$ cat src/rtl/counter_monitor_pkg.sv
// Shared types and helpers for the counter monitor.
package counter_monitor_pkg;

  // Monitor states; the encodings are fixed so bench-side monitors can decode them.
  typedef enum logic [1:0] {
    StSync  = 2'd0,
    StTrack = 2'd1,
    StFault = 2'd2
  } state_e;

  // Width needed to hold a run length of 0..lock_cycles.
  function automatic int unsigned run_width(input int unsigned lock_cycles);
    return (lock_cycles < 1) ? 1 : $clog2(lock_cycles + 1);
  endfunction

endpackage

$ cat src/rtl/sat_incr.sv
// Registered saturating incrementer with synchronous active-low reset.
// i_zero takes priority over i_inc; the value sticks at all-ones.
module sat_incr #(
  parameter int unsigned Width = 8
) (
  input  logic             i_clk,
  input  logic             i_rst_n,
  input  logic             i_inc,
  input  logic             i_zero,
  output logic [Width-1:0] o_value
);

  logic [Width-1:0] r_value;

  // Tally register: reset/zero clear it, inc advances it until saturation.
  always_ff @(posedge i_clk) begin
    if (!i_rst_n) begin
      r_value <= '0;
    end else if (i_zero) begin
      r_value <= '0;
    end else if (i_inc && !(&r_value)) begin
      r_value <= r_value + Width'(1);
    end
  end

  assign o_value = r_value;

endmodule

$ cat src/rtl/counter_monitor.sv
// Watches a free-running counter bus, locks onto its +1 sequence, pulses on
// legal wraps and illegal steps, and keeps saturating tallies plus a capture
// of the first failure. All outputs are registered.
module counter_monitor
  import counter_monitor_pkg::*;
#(
  parameter int unsigned Size       = 5,
  parameter int unsigned LockCycles = 4,
  parameter int unsigned MaxErrors  = 3,
  parameter int unsigned WrapWidth  = 16,
  parameter int unsigned ErrWidth   = 8
) (
  input  logic                 i_clock,
  input  logic                 i_reset,      // active-low, synchronous
  input  logic                 i_dut_reset,  // counter's own reset, observed only
  input  logic [Size-1:0]      i_count,
  input  logic                 i_clear,
  output logic                 o_locked,
  output logic                 o_wrap,
  output logic                 o_mismatch,
  output logic                 o_error,
  output logic                 o_fault,
  output logic [WrapWidth-1:0] o_wraps,
  output logic [ErrWidth-1:0]  o_err_count,
  output logic [Size-1:0]      o_first_expected,
  output logic [Size-1:0]      o_first_actual
);

  localparam int unsigned RunWidth = run_width(LockCycles);

  state_e              r_state;
  state_e              w_state_next;
  logic [Size-1:0]     r_prev;
  logic                r_blank;
  logic                r_wrap;
  logic                r_mismatch;
  logic                r_error;
  logic [Size-1:0]     r_first_expected;
  logic [Size-1:0]     r_first_actual;

  logic [Size-1:0]     w_expected;
  logic                w_step_ok;
  logic                w_prev_ones;
  logic                w_blanked;
  logic [RunWidth-1:0] w_run;
  logic [ErrWidth-1:0] w_err_count;
  logic [ErrWidth-1:0] w_err_next;
  logic                w_lock_now;
  logic                w_fault_now;
  logic                w_run_inc;
  logic                w_wrap_d;
  logic                w_mismatch_d;

  assign w_expected  = r_prev + Size'(1);
  assign w_step_ok   = (i_count == w_expected);
  assign w_prev_ones = &r_prev;
  // No compare on the dut_reset edge nor on the first edge after it falls.
  assign w_blanked   = i_dut_reset | r_blank;
  assign w_err_next  = (&w_err_count) ? w_err_count : w_err_count + ErrWidth'(1);
  assign w_lock_now  = (32'(w_run) == LockCycles - 1);
  assign w_fault_now = (32'(w_err_next) >= MaxErrors);

  // State register.
  always_ff @(posedge i_clock) begin
    if (!i_reset) begin
      r_state <= StSync;
    end else begin
      r_state <= w_state_next;
    end
  end

  // Next-state decode; clear overrides everything, FAULT ignores blanking.
  always_comb begin
    w_state_next = r_state;
    if (i_clear) begin
      w_state_next = StSync;
    end else begin
      unique case (r_state)
        StSync: begin
          if (!w_blanked && w_step_ok && w_lock_now) begin
            w_state_next = StTrack;
          end
        end
        StTrack: begin
          if (w_blanked) begin
            w_state_next = StSync;
          end else if (!w_step_ok) begin
            w_state_next = w_fault_now ? StFault : StSync;
          end
        end
        StFault: w_state_next = StFault;
        default: w_state_next = StSync;
      endcase
    end
  end

  // Per-edge events: run growth in SYNC, wrap/mismatch in TRACK. Clear
  // suppresses every compare-driven event in its cycle.
  always_comb begin
    w_run_inc    = 1'b0;
    w_wrap_d     = 1'b0;
    w_mismatch_d = 1'b0;
    if (!i_clear && !w_blanked) begin
      unique case (r_state)
        StSync: w_run_inc = w_step_ok && !w_lock_now;
        StTrack: begin
          w_wrap_d     = w_step_ok && w_prev_ones;
          w_mismatch_d = !w_step_ok;
        end
        default: ;
      endcase
    end
  end

  // Sample history, pulse outputs, sticky error and first-failure capture.
  always_ff @(posedge i_clock) begin
    if (!i_reset) begin
      r_prev           <= '0;
      r_blank          <= 1'b0;
      r_wrap           <= 1'b0;
      r_mismatch       <= 1'b0;
      r_error          <= 1'b0;
      r_first_expected <= '0;
      r_first_actual   <= '0;
    end else begin
      r_prev     <= i_count;
      r_blank    <= i_dut_reset;
      r_wrap     <= w_wrap_d;
      r_mismatch <= w_mismatch_d;
      if (i_clear) begin
        r_error          <= 1'b0;
        r_first_expected <= '0;
        r_first_actual   <= '0;
      end else if (w_mismatch_d) begin
        r_error <= 1'b1;
        if (!r_error) begin
          r_first_expected <= w_expected;
          r_first_actual   <= i_count;
        end
      end
    end
  end

  // Any edge that does not extend the run zeroes it (wrong step, blanking,
  // clear, lock, TRACK/FAULT).
  sat_incr #(
    .Width (RunWidth)
  ) u_run (
    .i_clk   (i_clock),
    .i_rst_n (i_reset),
    .i_inc   (w_run_inc),
    .i_zero  (!w_run_inc),
    .o_value (w_run)
  );

  sat_incr #(
    .Width (WrapWidth)
  ) u_wraps (
    .i_clk   (i_clock),
    .i_rst_n (i_reset),
    .i_inc   (w_wrap_d),
    .i_zero  (1'b0),
    .o_value (o_wraps)
  );

  sat_incr #(
    .Width (ErrWidth)
  ) u_errs (
    .i_clk   (i_clock),
    .i_rst_n (i_reset),
    .i_inc   (w_mismatch_d),
    .i_zero  (i_clear),
    .o_value (w_err_count)
  );

  assign o_locked         = (r_state == StTrack);
  assign o_fault          = (r_state == StFault);
  assign o_wrap           = r_wrap;
  assign o_mismatch       = r_mismatch;
  assign o_error          = r_error;
  assign o_err_count      = w_err_count;
  assign o_first_expected = r_first_expected;
  assign o_first_actual   = r_first_actual;

endmodule

$ cat config.mk
export PLATFORM = sky130hd
export DESIGN_NAME = counter_monitor
export DESIGN_NICKNAME = d
export VERILOG_FILES = /design/src/rtl/counter_monitor_pkg.sv /design/src/rtl/sat_incr.sv /design/src/rtl/counter_monitor.sv
export SDC_FILE = /design/constraint.sdc
export NUM_CORES = 1
export LEC_CHECK = 0
export ABC_AREA = 1
export CAP_MARGIN = 20
export CORE_MARGIN = 8
export CORE_UTILIZATION = 50
export CTS_CLUSTER_SIZE = 24
export DETAILED_ROUTE_END_ITERATION = 6
export MAX_ROUTING_LAYER = met4
export PLACE_DENSITY = 0.78
export SLEW_MARGIN = 15
export SYNTH_ARGS = -nofsm -noshare
export SYNTH_HDL_FRONTEND = slang
export SYNTH_SLANG_ARGS = --single-unit
$ cat constraint.sdc
create_clock -name i_clock -period 3.5 [get_ports i_clock]
set_input_delay 0.525 -clock i_clock [delete_from_list [all_inputs] [get_ports i_clock]]
set_output_delay 0.525 -clock i_clock [all_outputs]
set_load 0.02 [all_outputs]
==> metrics <==
status=completed; GRT Resource Usage Total=0.1514; Slew Limit Fails=0; max_slew headroom=0.4360; initial antenna violation count=0; Layout Nets=408; die width=84.97 um; FMAX=397.6 MHz; min Tclk post-route=2.515 ns; count leader, synth=nand2_1; CP Launch Type=flop; CTS root buffer=clkbuf_8; Post-synth top cells=75 x nand2_1, 70 x nor2_1, 48 x dfxtp_1, 43 x inv_1, 22 x nand3_1; CTS sink count=48; worst reg2reg setup slack=0.99 ns; vias=2219; layout cell share with drive strength beyond 1=0.06870; drt wl/cell=12.06 um; pin count of the biggest net entering global routing=22; setup_tns=0 ns; global-route wire length before repair=8845 um; Post-Layout Cell Count=447; max cap viols=0; Clock Path Buffers=2; worst-path fanout max=11; Synth area leaders=dfxtp_1 40%, nand2_1 12%, nor2_1 11%; Via-to-Cell Ratio=4.964; Yosys cell types=33; Pre-antenna DRT Iters=4; DP Cell Count=439; clk slew on worst S/H paths=0.09 ns; n_diodes=0; Max VDD drop=0.2376 mV; number of enable flip-flop cells after synthesis=0; Initial Util=0.5103; Cell Chain, Critical Path=ha_1 -> nand2_1 -> nor2_1 -> ha_1 -> xnor2_1 -> nand3_1 -> nor2_8 -> nand2_4 -> nand2_2 -> nor2_2 -> inv_2 -> a21oi_1 -> nor2_1; # DRC=0; TritonCTS clock tree=yes; asr flop ratio synth=0; Data required, critical path=3.71 ns; Syn Area/Cell=6.955 um2; post-CTS setup buffer count=0; area share of the largest cell type after synthesis=0.4040; Ports=48; Hold WS=0.4980 ns; Die Height=84.97 um; Yosys Warn Count=0; Synth Flop Type=dfxtp_1; DIE AREA=7220 um2; final worst path period share=0.7185; Placer Congestion=0.8467; Post-DP Area=2894 um2; # rows=25; Synthesized Nets=358; slowest CP cell=dfxtp_1; post-synth top area cell=dfxtp_1; htree depth=2; Seq/Total Area, Yosys=0.4040; area of the core=4661 um2; CTS Hold Bufs=0; 1st-iter DRT viols=72; post_cts resized=0; dpl hpwl=4073 um; vias in the first global route=2017; Synth Instances=342; Setup Skew=0.003232 ns; final setup violation count=0; Setup CP Type=reg -> reg; Cell Area, Synth=2379 um2; IO buf count=47; post-synthesis register bit count=48; unrepaired setup endpoints after global routing=no; Final Hold Viols=0; CP max stage delay=0.45 ns; Hold Path Stages=2; gr ovfl total=0; Worst-Skew Late Latency=0.31 ns; Final ANT Viol Nets=0; Final Instance Area=3020 um2; routed wire length=5392 um; Num CTS Buffers=5; FF-to-FF path depth=13; Cell Pwr Density=346.7 nW/um2; Crit path arrival time=2.72 ns; Worst-Margin Slew=0.8429 ns; Pleak=0.001319 uW; area grow syn2layout=26.99%; endpoint class of the critical path=flop; type of the worst min-delay path=reg -> reg
layout by cell type (no fill, tap or decap), drive strengths merged, types with 2 or more instances in the layout:
| master | instances |
|---|---|
| nand4 | 5 |
| nand2 | 79 |
| clkdlybuf4s50 | 47 |
| xnor2 | 2 |
| ha | 7 |
| clkbuf | 7 |
| xor2 | 4 |
| a21oi | 18 |
| o21ai | 17 |
| nor2 | 76 |
| inv | 46 |
| nor3 | 3 |
| nand3 | 24 |
| dfxtp | 48 |
| a211oi | 2 |
cells by family after synthesis:
kind of cell    share of synthesized area
simple gates                       0.3630
buf+inv                           0.08732
flops                              0.4040
compound gates                    0.08680
fa+ha+maj                         0.03682
xor+xnor                          0.02209
metrics by stage:
| step | setup slack (ns) | utilization | power, uW |
|---|---|---|---|
| 6_report | 0.9851 | 0.6481 | 1047 |
| 3_3_place_gp | 0.9425 | 0.6209 | 616.7 |
| 4_1_cts | 0.9835 | 0.6481 | 1056 |
| 2_1_floorplan | 1.385 | - | 598.1 |
| 3_5_place_dp | 0.8902 | 0.6209 | 617.7 |
| 5_1_grt | 0.6934 | 0.6481 | 1081 |
worst paths after layout:
| path | start | to |
|---|---|---|
| worst max register to register | r_prev[0] | o_first_expected[3] |
| worst max-delay path | r_prev[0] | o_first_expected[3] |
| worst min register to register | o_error | o_error |
| worst min-delay path | o_error | o_error |
area by class of cell:
type / count / area [um2]
flip-flops and latches: 48 / 960.9
multi-input cells: 242 / 1210
clock inverters: 1 / 30.03
repair buffers: 48 / 478.0
clock buffers: 7 / 96.34
inverters: 47 / 177.7
well taps: 54 / 67.56
fillers: 419 / 1640
per-layer routing:
layer	part of all wire	vias to the layer above	global-route usage
met5	0	-	-
met4	0.017	0	0.06311
met3	0.055	7	0.04151
met2	0.46	56	0.2479
met1	0.47	986	0.1700
li1	-	1170	-
worst max-delay path: cells and delay by family, from the launching register on:
kind                     cells  cell delay, ns
AND/OR/NAND/NOR              8            1.01
adder cells (fa/ha/maj)      2            0.47
flip-flops                   1            0.45
buffers and inverters        1            0.17
AO/OA/AOI/OAI                1            0.17
XOR/XNOR                     1            0.14
report_power, final:
part / switching [uW] / internal (uW) / total, uW
sequential: 3.82 / 549 / 553
clock: 190 / 252 / 442
combinational: 31.4 / 20.6 / 52.0
state kept, by name, summed over array words and instances (netlist names):
register and count:
o_error 1, o_first_actual 5, o_first_expected 5, o_mismatch 1
o_wrap 1, r_blank 1, r_prev 5, r_state 2
u_errs.o_value 8, u_run.o_value 3, u_wraps.o_value 16
Power figures use the tool's default switching activity.
